<file path="src/rtl/xgmii_pkg.sv">
// Shared constants, types and character-mapping helpers for the 64b/66b
// receive decoder.
package xgmii_pkg;

   // Sync headers
   localparam logic [1:0] HDR_DATA = 2'b01;
   localparam logic [1:0] HDR_CTRL = 2'b10;

   // Control block types (byte 0 of a control block)
   localparam logic [7:0] BT_C8    = 8'h1E;
   localparam logic [7:0] BT_C4_O4 = 8'h2D;
   localparam logic [7:0] BT_C4_S4 = 8'h33;
   localparam logic [7:0] BT_O0_S4 = 8'h66;
   localparam logic [7:0] BT_O0_O4 = 8'h55;
   localparam logic [7:0] BT_S0    = 8'h78;
   localparam logic [7:0] BT_O0_C4 = 8'h4B;
   localparam logic [7:0] BT_T0    = 8'h87;
   localparam logic [7:0] BT_T1    = 8'h99;
   localparam logic [7:0] BT_T2    = 8'hAA;
   localparam logic [7:0] BT_T3    = 8'hB4;
   localparam logic [7:0] BT_T4    = 8'hCC;
   localparam logic [7:0] BT_T5    = 8'hD2;
   localparam logic [7:0] BT_T6    = 8'hE1;
   localparam logic [7:0] BT_T7    = 8'hFF;

   // XGMII characters
   localparam logic [7:0] XGMII_IDLE  = 8'h07;
   localparam logic [7:0] XGMII_START = 8'hFB;
   localparam logic [7:0] XGMII_TERM  = 8'hFD;
   localparam logic [7:0] XGMII_ERROR = 8'hFE;
   localparam logic [7:0] XGMII_SEQ   = 8'h9C;
   localparam logic [7:0] XGMII_SIG   = 8'h5C;

   // 7-bit control codes and 4-bit O-codes
   localparam logic [6:0] CODE_IDLE  = 7'h00;
   localparam logic [6:0] CODE_ERROR = 7'h1E;
   localparam logic [3:0] O_SEQ      = 4'h0;

   // Whole-beat words
   localparam logic [31:0] IDLE_WORD  = 32'h0707_0707;
   localparam logic [31:0] ERROR_WORD = 32'hFEFE_FEFE;
   localparam logic [31:0] LF_WORD    = 32'h0100_009C;
   localparam logic [3:0]  LF_CTRL    = 4'b0001;
   localparam logic [3:0]  ALL_CTRL   = 4'hF;

   typedef enum logic {
      WAIT_A,
      WAIT_B
   } rx_state_e;

   // Returns {err, character} for a 7-bit control code.
   function automatic logic [8:0] decode_ctrl(input logic [6:0] code);
      case (code)
         CODE_IDLE:  return {1'b0, XGMII_IDLE};
         CODE_ERROR: return {1'b0, XGMII_ERROR};
         default:    return {1'b1, XGMII_ERROR};
      endcase
   endfunction

   function automatic logic [7:0] decode_o(input logic [3:0] ocode);
      return (ocode == O_SEQ) ? XGMII_SEQ : XGMII_SIG;
   endfunction

endpackage

</file>
<file path="src/rtl/xgmii_block_decode.sv">
// Combinational 64b/66b block decoder: header + 64-bit block to eight XGMII
// lanes with per-lane control flags and a block-level error flag.
module xgmii_block_decode
   import xgmii_pkg::*;
(
   input  logic [1:0]  hdr_i,
   input  logic [63:0] block_i,
   output logic [63:0] rxd_o,
   output logic [7:0]  rxc_o,
   output logic        err_o
);

   logic [7:0][7:0] code_chr;
   logic [7:0]      code_err;
   logic [7:0][7:0] lane;
   logic [63:0]     blk_sh;
   logic [7:0]      o0_chr;
   logic [7:0]      o4_chr;
   logic            t_hit;
   logic [2:0]      t_pos;

   // Control code i always sits at bit 8+7i, whatever the block type.
   for (genvar i = 0; i < 8; i++) begin : g_code
      assign {code_err[i], code_chr[i]} = decode_ctrl(block_i[8+7*i +: 7]);
   end

   // Terminate blocks carry data lane j in block byte j+1.
   assign blk_sh = block_i >> 8;
   assign o0_chr = decode_o(block_i[35:32]);
   assign o4_chr = decode_o(block_i[39:36]);

   always_comb begin
      // NOTE: every always_comb output gets a default first so no path can infer a latch.
      t_hit = 1'b1;
      t_pos = 3'd0;
      case (block_i[7:0])
         BT_T0:   t_pos = 3'd0;
         BT_T1:   t_pos = 3'd1;
         BT_T2:   t_pos = 3'd2;
         BT_T3:   t_pos = 3'd3;
         BT_T4:   t_pos = 3'd4;
         BT_T5:   t_pos = 3'd5;
         BT_T6:   t_pos = 3'd6;
         BT_T7:   t_pos = 3'd7;
         default: t_hit = 1'b0;
      endcase
   end

   always_comb begin
      lane  = {8{XGMII_ERROR}};
      rxc_o = 8'hFF;
      err_o = 1'b0;
      if (hdr_i == HDR_DATA) begin
         lane  = block_i;
         rxc_o = 8'h00;
      end else if (hdr_i != HDR_CTRL) begin
         err_o = 1'b1;
      end else if (t_hit) begin
         for (int j = 0; j < 8; j++) begin
            if (j < int'(t_pos))       lane[j] = blk_sh[8*j +: 8];
            else if (j == int'(t_pos)) lane[j] = XGMII_TERM;
            else                       lane[j] = code_chr[j];
         end
         rxc_o = 8'hFF << t_pos;
         err_o = |(code_err & (8'hFE << t_pos));
      end else begin
         case (block_i[7:0])
            BT_C8: begin
               lane  = code_chr;
               err_o = |code_err;
            end
            BT_C4_O4: begin
               lane[3:0] = code_chr[3:0];
               lane[4]   = o4_chr;
               lane[7:5] = block_i[63:40];
               rxc_o     = 8'h1F;
               err_o     = |code_err[3:0];
            end
            BT_C4_S4: begin
               lane[3:0] = code_chr[3:0];
               lane[4]   = XGMII_START;
               lane[7:5] = block_i[63:40];
               rxc_o     = 8'h1F;
               err_o     = |code_err[3:0];
            end
            BT_O0_S4: begin
               lane[0]   = o0_chr;
               lane[3:1] = block_i[31:8];
               lane[4]   = XGMII_START;
               lane[7:5] = block_i[63:40];
               rxc_o     = 8'h11;
            end
            BT_O0_O4: begin
               lane[0]   = o0_chr;
               lane[3:1] = block_i[31:8];
               lane[4]   = o4_chr;
               lane[7:5] = block_i[63:40];
               rxc_o     = 8'h11;
            end
            BT_S0: begin
               lane[0]   = XGMII_START;
               lane[7:1] = block_i[63:8];
               rxc_o     = 8'h01;
            end
            BT_O0_C4: begin
               lane[0]   = o0_chr;
               lane[3:1] = block_i[31:8];
               lane[7:4] = code_chr[7:4];
               rxc_o     = 8'hF1;
               err_o     = |code_err[7:4];
            end
            default: err_o = 1'b1;
         endcase
      end
   end

   assign rxd_o = lane;

endmodule

</file>
<file path="src/rtl/xgmii_rx_decoder.sv">
// 64b/66b receive decoder: reassembles two-beat blocks, decodes them and
// streams 32-bit XGMII rxd/rxc with alignment and block-lock handling.
module xgmii_rx_decoder
   import xgmii_pkg::*;
#(
   parameter int DATA_WIDTH = 32,
   parameter int CTRL_WIDTH = 4,
   parameter int HDR_WIDTH  = 2
) (
   input  logic                  i_clk,
   input  logic                  i_reset_n,
   input  logic [DATA_WIDTH-1:0] i_rx_data,
   input  logic [HDR_WIDTH-1:0]  i_rx_hdr,
   input  logic                  i_rx_valid,
   input  logic                  i_rx_hdr_valid,
   input  logic                  i_block_lock,
   output logic [DATA_WIDTH-1:0] o_xgmii_rxd,
   output logic [CTRL_WIDTH-1:0] o_xgmii_rxc,
   output logic                  o_xgmii_valid,
   output logic                  o_decoding_err
);

   rx_state_e               state_q;
   logic [DATA_WIDTH-1:0]   a_data_q;
   logic [HDR_WIDTH-1:0]    a_hdr_q;
   logic [DATA_WIDTH-1:0]   upper_d_q;
   logic [CTRL_WIDTH-1:0]   upper_c_q;
   logic [DATA_WIDTH-1:0]   rxd_q;
   logic [CTRL_WIDTH-1:0]   rxc_q;
   logic                    valid_q;
   logic                    err_q;

   logic [2*DATA_WIDTH-1:0] dec_rxd;
   logic [2*CTRL_WIDTH-1:0] dec_rxc;
   logic                    dec_err;

   // The block is decoded in the cycle its B beat arrives.
   xgmii_block_decode u_block_decode (
      .hdr_i   (a_hdr_q),
      .block_i ({i_rx_data, a_data_q}),
      .rxd_o   (dec_rxd),
      .rxc_o   (dec_rxc),
      .err_o   (dec_err)
   );

   always_ff @(posedge i_clk or negedge i_reset_n) begin
      if (!i_reset_n) begin
         state_q   <= WAIT_A;
         a_data_q  <= '0;
         a_hdr_q   <= '0;
         upper_d_q <= IDLE_WORD;
         upper_c_q <= ALL_CTRL;
         rxd_q     <= IDLE_WORD;
         rxc_q     <= ALL_CTRL;
         valid_q   <= 1'b0;
         err_q     <= 1'b0;
      end else begin
         // NOTE: non-blocking assignments keep every register sampling pre-edge values.
         valid_q <= i_rx_valid;
         err_q   <= 1'b0;
         if (!i_block_lock) begin
            state_q   <= WAIT_A;
            upper_d_q <= IDLE_WORD;
            upper_c_q <= ALL_CTRL;
            if (i_rx_valid) begin
               rxd_q <= LF_WORD;
               rxc_q <= LF_CTRL;
            end
         end else if (i_rx_valid) begin
            case (state_q)
               WAIT_A: begin
                  if (i_rx_hdr_valid) begin
                     a_data_q <= i_rx_data;
                     a_hdr_q  <= i_rx_hdr;
                     rxd_q    <= upper_d_q;
                     rxc_q    <= upper_c_q;
                     state_q  <= WAIT_B;
                  end else begin
                     rxd_q     <= ERROR_WORD;
                     rxc_q     <= ALL_CTRL;
                     err_q     <= 1'b1;
                     upper_d_q <= IDLE_WORD;
                     upper_c_q <= ALL_CTRL;
                  end
               end
               WAIT_B: begin
                  if (i_rx_hdr_valid) begin
                     // A second A beat restarts the block; the old A is lost.
                     a_data_q  <= i_rx_data;
                     a_hdr_q   <= i_rx_hdr;
                     rxd_q     <= ERROR_WORD;
                     rxc_q     <= ALL_CTRL;
                     err_q     <= 1'b1;
                     upper_d_q <= IDLE_WORD;
                     upper_c_q <= ALL_CTRL;
                  end else begin
                     rxd_q     <= dec_rxd[DATA_WIDTH-1:0];
                     rxc_q     <= dec_rxc[CTRL_WIDTH-1:0];
                     err_q     <= dec_err;
                     upper_d_q <= dec_rxd[2*DATA_WIDTH-1:DATA_WIDTH];
                     upper_c_q <= dec_rxc[2*CTRL_WIDTH-1:CTRL_WIDTH];
                     state_q   <= WAIT_A;
                  end
               end
               default: state_q <= WAIT_A;
            endcase
         end
      end
   end

   assign o_xgmii_rxd    = rxd_q;
   assign o_xgmii_rxc    = rxc_q;
   assign o_xgmii_valid  = valid_q;
   assign o_decoding_err = err_q;

endmodule

</file>
<file path="config.mk">
export PLATFORM = sky130hd
export DESIGN_NAME = xgmii_rx_decoder
export DESIGN_NICKNAME = d
export VERILOG_FILES = /design/src/rtl/xgmii_pkg.sv /design/src/rtl/xgmii_block_decode.sv /design/src/rtl/xgmii_rx_decoder.sv
export SDC_FILE = /design/constraint.sdc
export NUM_CORES = 1
export LEC_CHECK = 0
export ABC_AREA = 1
export ABC_CLOCK_PERIOD_IN_PS = 2610
export BUFFER_PORTS_ARGS = -buffer_cell sky130_fd_sc_hd__buf_4
export CAP_MARGIN = 20
export CELL_PAD_IN_SITES_DETAIL_PLACEMENT = 2
export CELL_PAD_IN_SITES_GLOBAL_PLACEMENT = 2
export CORE_MARGIN = 5
export CORE_UTILIZATION = 32
export CTS_BUF_LIST = sky130_fd_sc_hd__clkbuf_16
export DETAILED_ROUTE_END_ITERATION = 8
export GPL_TIMING_DRIVEN = 0
export PLACE_DENSITY_LB_ADDON = 0.1
export SYNTH_ARGS = -nofsm -noshare
export SYNTH_HDL_FRONTEND = slang
export SYNTH_SLANG_ARGS = --single-unit
export TNS_END_PERCENT = 100
</file>
<file path="constraint.sdc">
create_clock -name i_clk -period 2.61 [get_ports i_clk]
set_input_delay 0 -clock i_clk [delete_from_list [all_inputs] [get_ports i_clk]]
set_output_delay 0 -clock i_clk [all_outputs]
set_load 0.05 [all_outputs]
</file>
# After elaboration in Yosys (flattened, before gate mapping)
# Cells that the tools add are included.
totals:
  output_inout_bits: 38
  reg_bits: 109
  word_cells: 145
classes:
  n_eq_ne: 34
  muxes: 70
  n_lt_le_gt_ge: 7
  bitwise_logic: 2
  shift: 2
  reduce_logical: 21
ops:
  columns: ["operator", "n"]
  rows:
  - ["64-bit one-hot mux with 7 select lines", 1]
  - ["32-bit two-way mux", 10]
  - ["64-bit two-way mux", 3]
  - ["8-bit two-way mux", 20]
  - ["9-bit one-hot mux with 2 select lines", 8]
  - ["32-bit one-hot mux with 2 select lines", 2]
  - ["8-bit equality test (second input constant)", 8]
  - ["7-bit by 5-bit equality test with 1-bit output (second input constant)", 8]
  - ["7-bit logical NOT", 8]
  - ["8-bit by 7-bit equality test with 1-bit output (second input constant)", 4]
  - ["4-bit two-way mux", 8]
  - ["8-bit one-hot mux with 4 select lines", 1]
  - ["8-bit OR reduction", 3]
  - ["3-bit one-hot mux with 7 select lines", 1]
  - ["8-bit by 6-bit equality test with 1-bit output (second input constant)", 2]
  - ["4-bit one-hot mux with 2 select lines", 2]
  - ["8-bit by 3-bit << shifter with 8-bit output (first input constant)", 2]
  - ["3-bit equality test (first input constant)", 4]
  - ["1-bit two-way mux", 11]
  - ["3-bit less-than comparator (first input constant)", 3]
  - ["8-bit AND", 1]
  - ["8-bit by 5-bit equality test with 1-bit output (second input constant)", 1]
  - ["4-bit logical NOT", 2]
  - ["4-bit OR reduction", 2]
  - ["other kinds (16)", 21]

# Depth between registers and ports, before layout
# Gate-level depths: netlist (run 1).
logic_depth:
  depth_word: 12
  ltp_mapped: 17
  mapped_depth_nobuf: 16

# Cells and area by module
# A second synthesis (run 1) with hierarchy kept.
hier_totals:
  hier_cells: 1282
  hier_area_um2: 8050.2
modules_own_cells:
  columns: ["module", "area_per_inst_um2", "instances", "seq_area_each_um2", "cells_each"]
  rows:
  - ["xgmii_rx_decoder", 4787.1, 1, 2767.7, 576]
  - ["xgmii_block_decode", 3263.1, 1, 0.0, 706]

# Worst setup path before layout (run 1)
# OpenSTA, ideal clock, no wires.
synth_path:
  path_type: "register -> register"
  start: "register a_data_q[3]"
  end: "register upper_d_q[27]"
  path_slack_ns: 0.794
  setup_ns: 0.124
  required_ns: 2.486
  path_stages_with_launch: 13
  arrival_time_ns: 1.692
  cell_sequence: "dfrtp_1 inv_1 nand2_2 nor2_2 nand2_1 nand2_2 nor2_8 a21oi_4 nand2_2 o21ai_1 nand2_1 o211ai_1 nand2_1"
synth_between:
  elab_chain_len: 11
  elab_cells_between_ends: 28
synth_rtl:
  columns: ["item", "line_no", "source"]
  rows:
  - ["start: declaration", "xgmii_rx_decoder.sv:24", "logic [DATA_WIDTH-1:0] a_data_q;"]
  - ["start signal: assignment", "xgmii_rx_decoder.sv:73", "a_data_q <= i_rx_data;"]
  - ["start signal: assignment", "xgmii_rx_decoder.sv:89", "a_data_q <= i_rx_data;"]
  - ["8-bit equality test", "xgmii_block_decode.sv:36", "case (block_i[7:0])"]
  - ["3-bit one-hot mux with 7 select lines", "xgmii_block_decode.sv:36", null]
  - ["1-bit by 3-bit equality test with 1-bit output", "xgmii_block_decode.sv:61", "else if (j == int'(t_pos)) lane[j] = XGMII_TERM;"]
  - ["8-bit two-way mux", "xgmii_block_decode.sv:61", null]
  - ["64-bit two-way mux *", "xgmii_block_decode.sv:58", "end else if (t_hit) begin"]
  - ["64-bit two-way mux *", "xgmii_block_decode.sv:56", "end else if (hdr_i != HDR_CTRL) begin"]
  - ["64-bit two-way mux *", "xgmii_block_decode.sv:53", "if (hdr_i == HDR_DATA) begin"]
  - ["32-bit two-way mux *", "xgmii_rx_decoder.sv:87", "if (i_rx_hdr_valid) begin"]
  - ["32-bit one-hot mux with 2 select lines *", "xgmii_rx_decoder.sv:70", "case (state_q)"]
  - ["32-bit two-way mux *", "xgmii_rx_decoder.sv:69", "end else if (i_rx_valid) begin"]
  - ["32-bit two-way mux *", "xgmii_rx_decoder.sv:61", "if (!i_block_lock) begin"]
  - ["end signal: assignment", "xgmii_rx_decoder.sv:100", "upper_d_q <= dec_rxd[2*DATA_WIDTH-1:DATA_WIDTH];"]
  - ["end: declaration", "xgmii_rx_decoder.sv:26", "logic [DATA_WIDTH-1:0] upper_d_q;"]
# Mark *: on every way between the ends. The rest lies on a longest branch, timed or not. The select of a mux whose other input is x is not followed.
# A chain may end at the register's enable or synchronous reset.

# Worst setup path after layout (run 1)
layout_path:
  start: "register a_hdr_q[0]"
  end: "register rxd_q[17] (netlist: o_xgmii_rxd[17])"
layout_between:
  elab_chain_len: 7
  elab_cells_between_ends: 8
layout_rtl:
  columns: ["item", "line_no", "source"]
  rows:
  - ["start: declaration", "xgmii_rx_decoder.sv:25", "logic [HDR_WIDTH-1:0] a_hdr_q;"]
  - ["start signal: assignment", "xgmii_rx_decoder.sv:74", "a_hdr_q <= i_rx_hdr;"]
  - ["start signal: assignment", "xgmii_rx_decoder.sv:90", "a_hdr_q <= i_rx_hdr;"]
  - ["2-bit != test", "xgmii_block_decode.sv:56", null]
  - ["64-bit two-way mux", "xgmii_block_decode.sv:56", null]
  - ["64-bit two-way mux *", "xgmii_block_decode.sv:53", null]
  - ["32-bit two-way mux *", "xgmii_rx_decoder.sv:87", null]
  - ["32-bit one-hot mux with 2 select lines *", "xgmii_rx_decoder.sv:70", null]
  - ["32-bit two-way mux *", "xgmii_rx_decoder.sv:69", null]
  - ["32-bit two-way mux *", "xgmii_rx_decoder.sv:61", null]
  - ["end signal: assignment", "xgmii_rx_decoder.sv:75", "rxd_q <= upper_d_q;"]
  - ["end signal: assignment", "xgmii_rx_decoder.sv:97", "rxd_q <= dec_rxd[DATA_WIDTH-1:0];"]
  - ["end: declaration", "xgmii_rx_decoder.sv:28", "logic [DATA_WIDTH-1:0] rxd_q;"]
# Marked as above.

==> metrics.md, run 1 <==
| Metric | Value |
|---|---|
| Status | `finished with violations` |
| Failing checks | `negative hold slack` |
| Slowest cell on crit path | `buf_1` |
| Setup CP Type | `reg2reg` |
| Initial antenna violation count | `0` |
| Design Area, Final | `9370 um^2` |
| GRT Util Overall | `29.6%` |
| Initial DRT Pass Iterations | `6` |
| Initial core utilization | `32.1%` |
| Slew Limit Fails | `0` |
| Leading area contributor after synthesis | `dfrtp_1` |
| HP Class | `in2reg` |
| Post-synth EDFFs | `0` |
| Die W | `166 um` |
| Growth of design area from synthesis to finish | `21.0%` |
| Root Driver | `clkbuf_16` |
| Top post-synthesis cells by count | `nand2_1 (462), o21ai_0 (125), nor2_1 (124), inv_1 (102), dfrtp_1 (77)` |
| Pwr dens | `535 nW/um^2` |
| Final setup margin | `0.0304 ns` |
| Initial DRC Count | `605` |
| RePlAce Congestion | `0.944` |
| CTS tree | `done` |
| NumNets Final | `1390` |
| Final setup fails | `0` |
| Crit path required time | `2.91 ns` |
| Final hold violations | `1` |
| Worst slew margin | `43.8%` |
| Port Buffers | `76` |
| Clock Path Buffers | `2` |
| Total gr overflow | `0` |
| Count of different cell masters after synthesis | `40` |
| Avg Inst Size Synth | `6.25 um^2` |
| Final min period | `2.58 ns` |
| Crit Path Max Fanout | `10` |
| Detailed-route via count | `9147` |
| Die area | `27400 um^2` |
| ANT cells | `0` |
| Std-Cell Rows | `57` |
| Layout fillers | `3078` |
| Worst Setup End Kind | `flip-flop` |
| Crit path largest cell delay | `0.61 ns` |
| Tcrit/Tclk final | `98.8%` |
| Clock Skews | `0.0186 ns` |
| Mapped Area | `7750 um^2` |
| Dpl cells | `1640` |
| WP data arrival | `2.88 ns` |
| Max Fclk | `388 MHz` |
| Final core utilization | `38.9%` |
| Vias per cell | `5.44` |
| CP Launch Type | `flip-flop` |
| WHS | `-0.000432 ns` |
| CTS Buf Count | `9` |
| HPWL Detailed | `31.3 mm` |
| Worst VDD drop | `0.000332 V` |
| CP bufs+invs | `2` |
| Most frequent CP cell | `nand2_1` |
| First-pass GRT wire length | `59.6 mm` |
| Lkg Pwr | `0.00452 uW` |
| Area contributors post-synth | `dfrtp_1 (25%), nand2_1 (22%), dfstp_2 (11%)` |
| Dpl cell area | `8750 um^2` |
| Area occupied by multi-input gates | `4380 um^2` |
| Register area share after synthesis | `35.7%` |
| Final non-filler cell total | `1680` |
| Routed len/inst | `24.1 um` |
| Yosys top cell area share | `24.9%` |
| Yosys warns | `0` |
| Vias in the first global route | `9644` |
| Yosys reg bits | `109` |
| Max_cap viols | `0` |
| Ys async rst share | `100%` |
| Final wirelength | `40.4 mm` |
| Count of clock tree sinks | `109` |
| Largest net degree at the start of global routing | `72` |
| Core region area | `24100 um^2` |
| DP Worst Slack | `-0.400 ns` |
| Mapped Cells | `1239` |
| Final setup TNS | `0 ns` |
| Cell family with most CP delay | `buffers and inverters` |
| Cell with the most instances after synthesis | `nand2_1` |
| Post-route antenna net violation count | `0` |
| Worst path cell trace | `nor2_1 -> buf_1 -> buf_1 -> nand4_1 -> o21ai_0 -> nand2_1 -> nand2_1 -> nand2_1` |
| IO Pins | `77` |
| Main synth FF type | `dfrtp_1` |
| Die Y | `166 um` |
| Syn Nets | `1278` |
| Clock-pin slew on the worst setup and hold paths | `0.09 ns` |
| Reg area | `2770 um^2` |
| DRC Markers | `0` |
| Proportion of layout cells with a drive suffix above 1 | `16.4%` |
| Htree depth | `3` |
| Worst-Margin Slew | `0.843 ns` |
| Skew-Pair Late Insertion Delay | `0.38 ns` |
stage by stage:
step	hold slack, ns	total power, uW
3_5_place_dp	-0.0505	3510
5_1_grt	0.00813	5230
2_1_floorplan	-0.296	2850
4_1_cts	0.00266	5000
3_3_place_gp	0.118	3450
6_report	-0.000432	5010
area by class of cell:
| type | count | share of cell area [%] |
|---|---|---|
| inverter | 117 | 4.73 |
| clock buffer | 9 | 2.40 |
| sequential | 109 | 29.6 |
| clock inverter | 7 | 0.761 |
| buffer | 49 | 2.52 |
| multi-input combinational | 964 | 46.7 |
| tap | 324 | 4.33 |
| timing repair buffer | 101 | 8.93 |
kinds of logic (layout without fill, tap and decap cells):
family / count (synthesis) / in the layout / share of synthesized area, %
buffers and inverters: 166 / 283 / 8.75
AOI/OAI and AO/OA: 252 / 252 / 17.5
muxes: 1 / 1 / 0.145
and+or+nand+nor: 711 / 711 / 37.8
DFF: 109 / 109 / 35.7
power by group:
part           switching (uW)  internal, uW  total [uW]
clock network             781           677        1460
logic                    1100           391        1490
registers                 205          1860        2070
total                    2090          2930        5010
routing by layer:
layer	routed length [um]	vias to the layer above	track usage, %
li1	-	4190	-
met3	2400	74	5.44
met4	1510	0	10.7
met1	17500	4622	37.9
met2	19000	261	50.1
met5	0	-	0
state kept, by name (all words and copies together), names as in the netlist:
name	flops
a_data_q	32
a_hdr_q	2
o_decoding_err	1
o_xgmii_rxc	4
o_xgmii_rxd	32
o_xgmii_valid	1
state_q	1
upper_c_q	4
upper_d_q	32
worst register-to-register path, cell delays in order (launching register included):
cell,delay [ns]
dfrtp_1,0.42
nor2_1,0.25
buf_1,0.51
buf_1,0.62
nand4_1,0.17
o21ai_0,0.19
nand2_1,0.15
nand2_1,0.14
nand2_1,0.08
worst paths after layout:
kind                                  from         endpoint  slack, ns  cells past startpoint
max                             a_hdr_q[0]  o_xgmii_rxd[17]       0.03                      8
max reg2reg                     a_hdr_q[0]  o_xgmii_rxd[17]       0.03                      8
min reg2reg                o_xgmii_rxd[26]  o_xgmii_rxd[26]       0.48                      2
max in group asynchronous        i_reset_n    upper_d_q[25]       1.73                      3
min in group asynchronous        i_reset_n      a_data_q[0]       0.12                      2
min                          i_rx_data[21]     a_data_q[21]    -0.0004                      3
layout by cell type, fill, tap and decap left out, types with 3 or more instances in the layout:
cell / count
buf_4: 83
nor2_1: 117
inv_1: 99
a22oi_1: 3
nor3_1: 7
nor2_2: 12
o21ai_2: 6
nand2_2: 21
nand3_2: 3
buf_6: 4
nand3_1: 65
a21oi_1: 68
o211ai_1: 20
or2_2: 7
dfstp_2: 32
clkbuf_16: 9
clkbuf_1: 32
inv_2: 13
dfrtp_1: 73
dfrtp_2: 4
nand4_1: 9
o21ai_0: 121
clkinv_1: 4
nor2_4: 5
o21ai_1: 23
dlygate4sd3_1: 22
nand2_1: 459
buf_2: 6
inv_6: 3
what timing repair did:
item | 4_1_cts | 5_1_grt
endpoints found under the hold margin | 70 | 0
setup endpoints to repair | 33 | 50
setup buffers | 0 | 2
resized for setup | 11 | 23
pin swaps | 0 | 4
cloned | 0 | 0
hold buffers | 22 | 0
No activity file was read; power rests on OpenSTA's default activity.
==> run 2, diff against run 1 <==
--- a/config.mk
+++ b/config.mk
@@ -17,6 +17,7 @@
 export DETAILED_ROUTE_END_ITERATION = 8
 export GPL_TIMING_DRIVEN = 0
 export PLACE_DENSITY_LB_ADDON = 0.1
+export RECOVER_POWER = 100
 export SYNTH_ARGS = -nofsm -noshare
 export SYNTH_HDL_FRONTEND = slang
 export SYNTH_SLANG_ARGS = --single-unit
==> run 2 against run 1 <==
  * The run still ends with negative hold slack left
  * Design area shrank 1.8%
  * Sequential cell count unchanged
  * Critical path depth did not move
  * Via count up 0.15%
  * Clock skew is essentially flat
  * Largest cell class unchanged
  * Die area is the same
  * Hold slack lost 0.0012 ns
  * Setup slack better by 0.0025 ns
  * Clock power hardly changed
  * Total power decreased by 1.1%
  * Non-clock buffer count did not move
  * Register-to-register slack hardly changed
  * Critical path type unchanged
==> metrics.md, run 2 (same netlist as run 1, synthesis figures left out) <==
| Metric | Value |
|---|---|
| DRC Markers | `0` |
| HP Class | `in2reg` |
| Worst Setup End Kind | `flip-flop` |
| Die W | `166 um` |
| HPWL Detailed | `31.3 mm` |
| Std-Cell Rows | `57` |
| P_int | `2880 uW` |
| Crit path required time | `2.91 ns` |
| Dpl cells | `1640` |
| Final wirelength | `40.4 mm` |
| Seq pwr share | `41.6%` |
| Reported net switching power | `2080 uW` |
| Setup CP Type | `reg2reg` |
| Commonest non-fill, non-tap cells in the layout | `nand2_1 (459), o21ai_0 (121), nor2_1 (117)` |
| Vias per cell | `5.45` |
| CP Launch Type | `flip-flop` |
| WHS | `-0.00161 ns` |
| Final non-filler cell total | `1680` |
| Crit Path Max Fanout | `10` |
| Worst slew margin | `20.5%` |
| Die Y | `166 um` |
| Initial antenna violation count | `0` |
| Growth of design area from synthesis to finish | `18.8%` |
| Status | `finished with violations` |
| Clock Skews | `0.0189 ns` |
| CTS Buf Count | `9` |
| Switch share | `42.0%` |
| Area occupied by multi-input gates | `4380 um^2` |
| Initial core utilization | `32.1%` |
| RePlAce Congestion | `0.944` |
| Htree depth | `3` |
| WP data arrival | `2.88 ns` |
| Die area | `27400 um^2` |
| Detailed-route via count | `9161` |
| Dpl cell area | `8750 um^2` |
| Max Fclk | `388 MHz` |
| Clock Power Share | `29.4%` |
| Vias in the first global route | `9644` |
| Initial DRT Pass Iterations | `7` |
| Post-route antenna net violation count | `0` |
| Port Buffers | `76` |
| Clock Path Buffers | `2` |
| CTS tree | `done` |
| Root Driver | `clkbuf_16` |
| IO Pins | `77` |
| Final min period | `2.58 ns` |
| Largest net degree at the start of global routing | `72` |
| Proportion of layout cells with a drive suffix above 1 | `13.6%` |
| Layout fillers | `3114` |
| ANT cells | `0` |
| Initial DRC Count | `631` |
| Count of clock tree sinks | `109` |
| Skew-Pair Late Insertion Delay | `0.38 ns` |
| Failing checks | `negative hold slack` |
| Max_cap viols | `0` |
| Final setup TNS | `0 ns` |
| Worst VDD drop | `0.000333 V` |
| Total power after layout | `4960 uW` |
| GRT Util Overall | `29.6%` |
| Reg area | `2770 um^2` |
| Design Area, Final | `9200 um^2` |
| Tcrit/Tclk final | `98.7%` |
| Clock-pin slew on the worst setup and hold paths | `0.09 ns` |
| Final hold violations | `2` |
| Routed len/inst | `24.1 um` |
| Worst-Margin Slew | `1.19 ns` |
| Core region area | `24100 um^2` |
| Total gr overflow | `0` |
| NumNets Final | `1390` |
| First-pass GRT wire length | `59.6 mm` |
| Lkg Pwr | `0.00436 uW` |
| Logic pwr share | `29.0%` |
| Pwr dens | `539 nW/um^2` |
| Final setup fails | `0` |
| Most common cell after layout, fill and taps aside | `nand2_1` |
| Slew Limit Fails | `0` |
==> run 2: worst paths after layout <==
kind                            startpoint              end  slack (ns)  depth (start not counted)
max                             a_hdr_q[0]  o_xgmii_rxd[17]        0.03                          8
min                          i_rx_data[21]     a_data_q[21]      -0.002                          3
max reg2reg                     a_hdr_q[0]  o_xgmii_rxd[17]        0.03                          8
min reg2reg                o_xgmii_rxd[26]  o_xgmii_rxd[26]        0.48                          2
max in group asynchronous        i_reset_n    upper_d_q[31]        0.46                          3
min in group asynchronous        i_reset_n      a_data_q[0]        0.40                          2
==> run 2: worst max-delay path, stage by stage, from the launching register on <==
cell and delay [ns]:
dfrtp_1 0.42, nor2_1 0.26, buf_1 0.50, buf_1 0.61, nand4_1 0.17, o21ai_0 0.19, nand2_1 0.14, nand2_1 0.14
nand2_1 0.08
==> run 2: layout make-up <==
cell class | count | area share, %
clock buffer | 9 | 2.45
sequential | 109 | 30.1
multi-input combinational | 964 | 47.6
timing repair buffer | 101 | 7.26
tap | 324 | 4.40
clock inverter | 7 | 0.775
buffer | 49 | 2.57
inverter | 117 | 4.81
==> run 2: timing repair <==
action                                 in CTS  in global routing
gates resized for setup                    11                 23
endpoints found under the hold margin      70                  0
pin swaps                                   0                  4
setup buffers                               0                  2
hold buffers                               22                  0
setup endpoints to repair                  33                 50
==> run 2: power by group through the flow <==
stage          clock [uW]  sequential [uW]  combinational [uW]
6_report             1460             2060                1440
5_1_grt              1540             2080                1550
4_1_cts              1480             2060                1460
3_5_place_dp            0             2090                1420
3_3_place_gp            0             2080                1380
2_1_floorplan           0             2210                 642
==> run 2: per-layer routing <==
| layer | vias up | track usage [%] | routed length [um] |
|---|---|---|---|
| met5 | - | 0 | 0 |
| met4 | 0 | 10.7 | 1420 |
| met3 | 62 | 5.44 | 2630 |
| li1 | 4188 | - | - |
| met1 | 4629 | 37.9 | 17200 |
| met2 | 282 | 50.1 | 19100 |
==> run 2: stage by stage <==
step           setup slack, ns  util (%)
2_1_floorplan            0.794         -
3_3_place_gp            -0.375      36.2
3_5_place_dp            -0.400      36.3
4_1_cts                 0.0102      38.6
5_1_grt                -0.0246      38.2
6_report                0.0329      38.2
==> run 3, diff against run 2 <==
--- a/config.mk
+++ b/config.mk
@@ -6,7 +6,7 @@
 export NUM_CORES = 1
 export LEC_CHECK = 0
 export ABC_AREA = 1
-export ABC_CLOCK_PERIOD_IN_PS = 2610
+export ABC_CLOCK_PERIOD_IN_PS = 2900
 export BUFFER_PORTS_ARGS = -buffer_cell sky130_fd_sc_hd__buf_4
 export CAP_MARGIN = 20
 export CELL_PAD_IN_SITES_DETAIL_PLACEMENT = 2
==> constraint.sdc (replaced) <==
create_clock -name i_clk -period 2.9 [get_ports i_clk]
set_input_delay 0 -clock i_clk [delete_from_list [all_inputs] [get_ports i_clk]]
set_output_delay 0 -clock i_clk [all_outputs]
set_load 0.05 [all_outputs]
==> run 3 against run 2 <==
  * The flow finishes with violations (negative hold slack, max-capacitance violations, max-slew violations)
  * Critical path depth up 7
  * Maximum frequency down 7.2%
  * Setup slack improved by 0.091 ns
  * Sequential power is 9.7% lower
  * Critical endpoint is now o_xgmii_rxd[12]
  * Clock power fell by 10%
  * Critical path type unchanged
  * Routed wire length decreased by 0.55%
  * Sequential share of layout area rose by 0.23 points
  * First-iteration DRC count grew 3.6%
  * Register-to-register slack gained 0.09 ns
  * Combinational power fell by 11%
  * Clock skew is essentially flat
==> metrics.md, run 3 (same netlist as run 1, synthesis figures left out) <==
| Metric | Value |
|---|---|
| Proportion of layout cells with a drive suffix above 1 | `11.7%` |
| Worst Setup End Kind | `flip-flop` |
| IO Pins | `77` |
| Dpl cell area | `8750 um^2` |
| Routed len/inst | `24.0 um` |
| RePlAce Congestion | `0.944` |
| ANT cells | `0` |
| NumNets Final | `1388` |
| Initial core utilization | `32.1%` |
| Vias in the first global route | `9627` |
| Status | `finished with violations` |
| Clock-pin slew on the worst setup and hold paths | `0.09 ns` |
| Max_cap viols | `1` |
| Commonest non-fill, non-tap cells in the layout | `nand2_1 (462), o21ai_0 (129), nor2_1 (124)` |
| Setup CP Type | `reg2reg` |
| Failing checks | `negative hold slack, max-capacitance violations, max-slew violations` |
| Clock Skews | `0.0186 ns` |
| HP Class | `in2reg` |
| Crit path required time | `3.21 ns` |
| Worst slew margin | `-79.0%` |
| DRC Markers | `0` |
| Worst VDD drop | `0.000296 V` |
| Crit Path Max Fanout | `10` |
| Skew-Pair Late Insertion Delay | `0.38 ns` |
| Vias per cell | `5.42` |
| Die area | `27400 um^2` |
| Design Area, Final | `9120 um^2` |
| Final setup margin | `0.123 ns` |
| Final non-filler cell total | `1678` |
| Count of clock tree sinks | `109` |
| Initial DRT Pass Iterations | `5` |
| Detailed-route via count | `9099` |
| WP data arrival | `3.08 ns` |
| Worst-Margin Slew | `2.68 ns` |
| Final setup fails | `0` |
| Final hold violations | `1` |
| RSZ-0062 raised after global routing | `false` |
| WHS | `-0.00219 ns` |
| Post-CTS setup buffers | `0` |
| CP Launch Type | `flip-flop` |
| Core region area | `24100 um^2` |
| Dpl cells | `1640` |
| Die W | `166 um` |
| Clock Path Buffers | `2` |
| Total gr overflow | `0` |
| Initial DRC Count | `654` |
| Die Y | `166 um` |
| Initial antenna violation count | `0` |
| DP Worst Slack | `-0.110 ns` |
| Final wirelength | `40.2 mm` |
| Tcrit/Tclk final | `95.7%` |
| CTS Buf Count | `9` |
| Slew Limit Fails | `39` |
| GRT Util Overall | `29.6%` |
| Largest net degree at the start of global routing | `72` |
| Growth of design area from synthesis to finish | `17.7%` |
| First-pass GRT wire length | `59.6 mm` |
| Port Buffers | `76` |
| Post-route antenna net violation count | `0` |
| Max Fclk | `360 MHz` |
| CTS tree | `done` |
| HPWL Detailed | `31.3 mm` |
| Final min period | `2.78 ns` |
| Htree depth | `3` |
| Lkg Pwr | `0.00435 uW` |
| Final core utilization | `37.8%` |
| Most common cell after layout, fill and taps aside | `nand2_1` |
| Root Driver | `clkbuf_16` |
| Layout fillers | `3122` |
| Std-Cell Rows | `57` |
| Pwr dens | `487 nW/um^2` |
## run 3: changes by cell type in the layout (fill, tap and decap cells not counted), sizes merged
cell / change
buf: -6
clkbuf: +4
clkinv: -1
inv: +1
## run 3: power breakdown
group	total, uW	internal, uW	switching [uW]
Sequential	1860	1670	183
Clock	1310	609	700
Combinational	1280	301	975
Total	4440	2580	1860
## run 3: path summary, 6_finish.rpt
| path | startpoint | to | slack (ns) | cells after the start |
|---|---|---|---|---|
| hold reg to reg | o_xgmii_rxd[26] | o_xgmii_rxd[26] | 0.48 | 2 |
| setup reg to reg | a_data_q[5] | o_xgmii_rxd[12] | 0.12 | 15 |
| max in group asynchronous | i_reset_n | o_xgmii_rxd[15] | 0.34 | 2 |
| hold / removal | i_rx_data[21] | a_data_q[21] | -0.002 | 3 |
| min in group asynchronous | i_reset_n | a_data_q[0] | 1.02 | 2 |
| setup / recovery | a_data_q[5] | o_xgmii_rxd[12] | 0.12 | 15 |
## run 3: through the flow
step / total power [uW] / TNS [ns]
2_1_floorplan: 2560 / 0
3_3_place_gp: 3110 / -0.0850
3_5_place_dp: 3160 / -0.110
4_1_cts: 4490 / 0
5_1_grt: 4640 / 0
6_report: 4440 / 0
## run 3: area by class of cell
type,instances,area [um^2],area share [%]
Inverter,117,442,4.84
Clock buffer,9,225,2.47
Multi-Input combinational cell,964,4310,47.3
Timing Repair Buffer,99,672,7.37
Clock inverter,7,71.3,0.782
Tap cell,324,405,4.45
Sequential cell,109,2770,30.4
Buffer,49,226,2.48
## run 3: worst max-delay path: stages, from the launching register on
cell	delay, ns
dfrtp_1	0.49
inv_2	0.16
nand2_1	0.07
nor2_1	0.26
nand2_1	0.17
o21ai_0	0.25
nor2_1	0.20
nand2_2	0.16
buf_6	0.19
buf_6	0.18
nand2_1	0.07
nand3_1	0.06
nand2_1	0.17
nand2_1	0.12
nand2_1	0.07
nand2_1	0.08
## run 3: metal layers
metal	vias up	GRT usage, %	part of all wire, %
li1	4181	-	-
met4	0	10.6	3.4
met3	61	5.44	6.2
met5	-	0	0
met2	269	50.1	47
met1	4588	37.9	43
## run 3: timing repair
action | 4_1_cts | 5_1_grt
resized for setup | 2 | 5
hold buffers | 22 | 0
hold endpoints to repair | 70 | 0
pin swaps | 0 | 0
endpoints found under the setup margin | 2 | 18
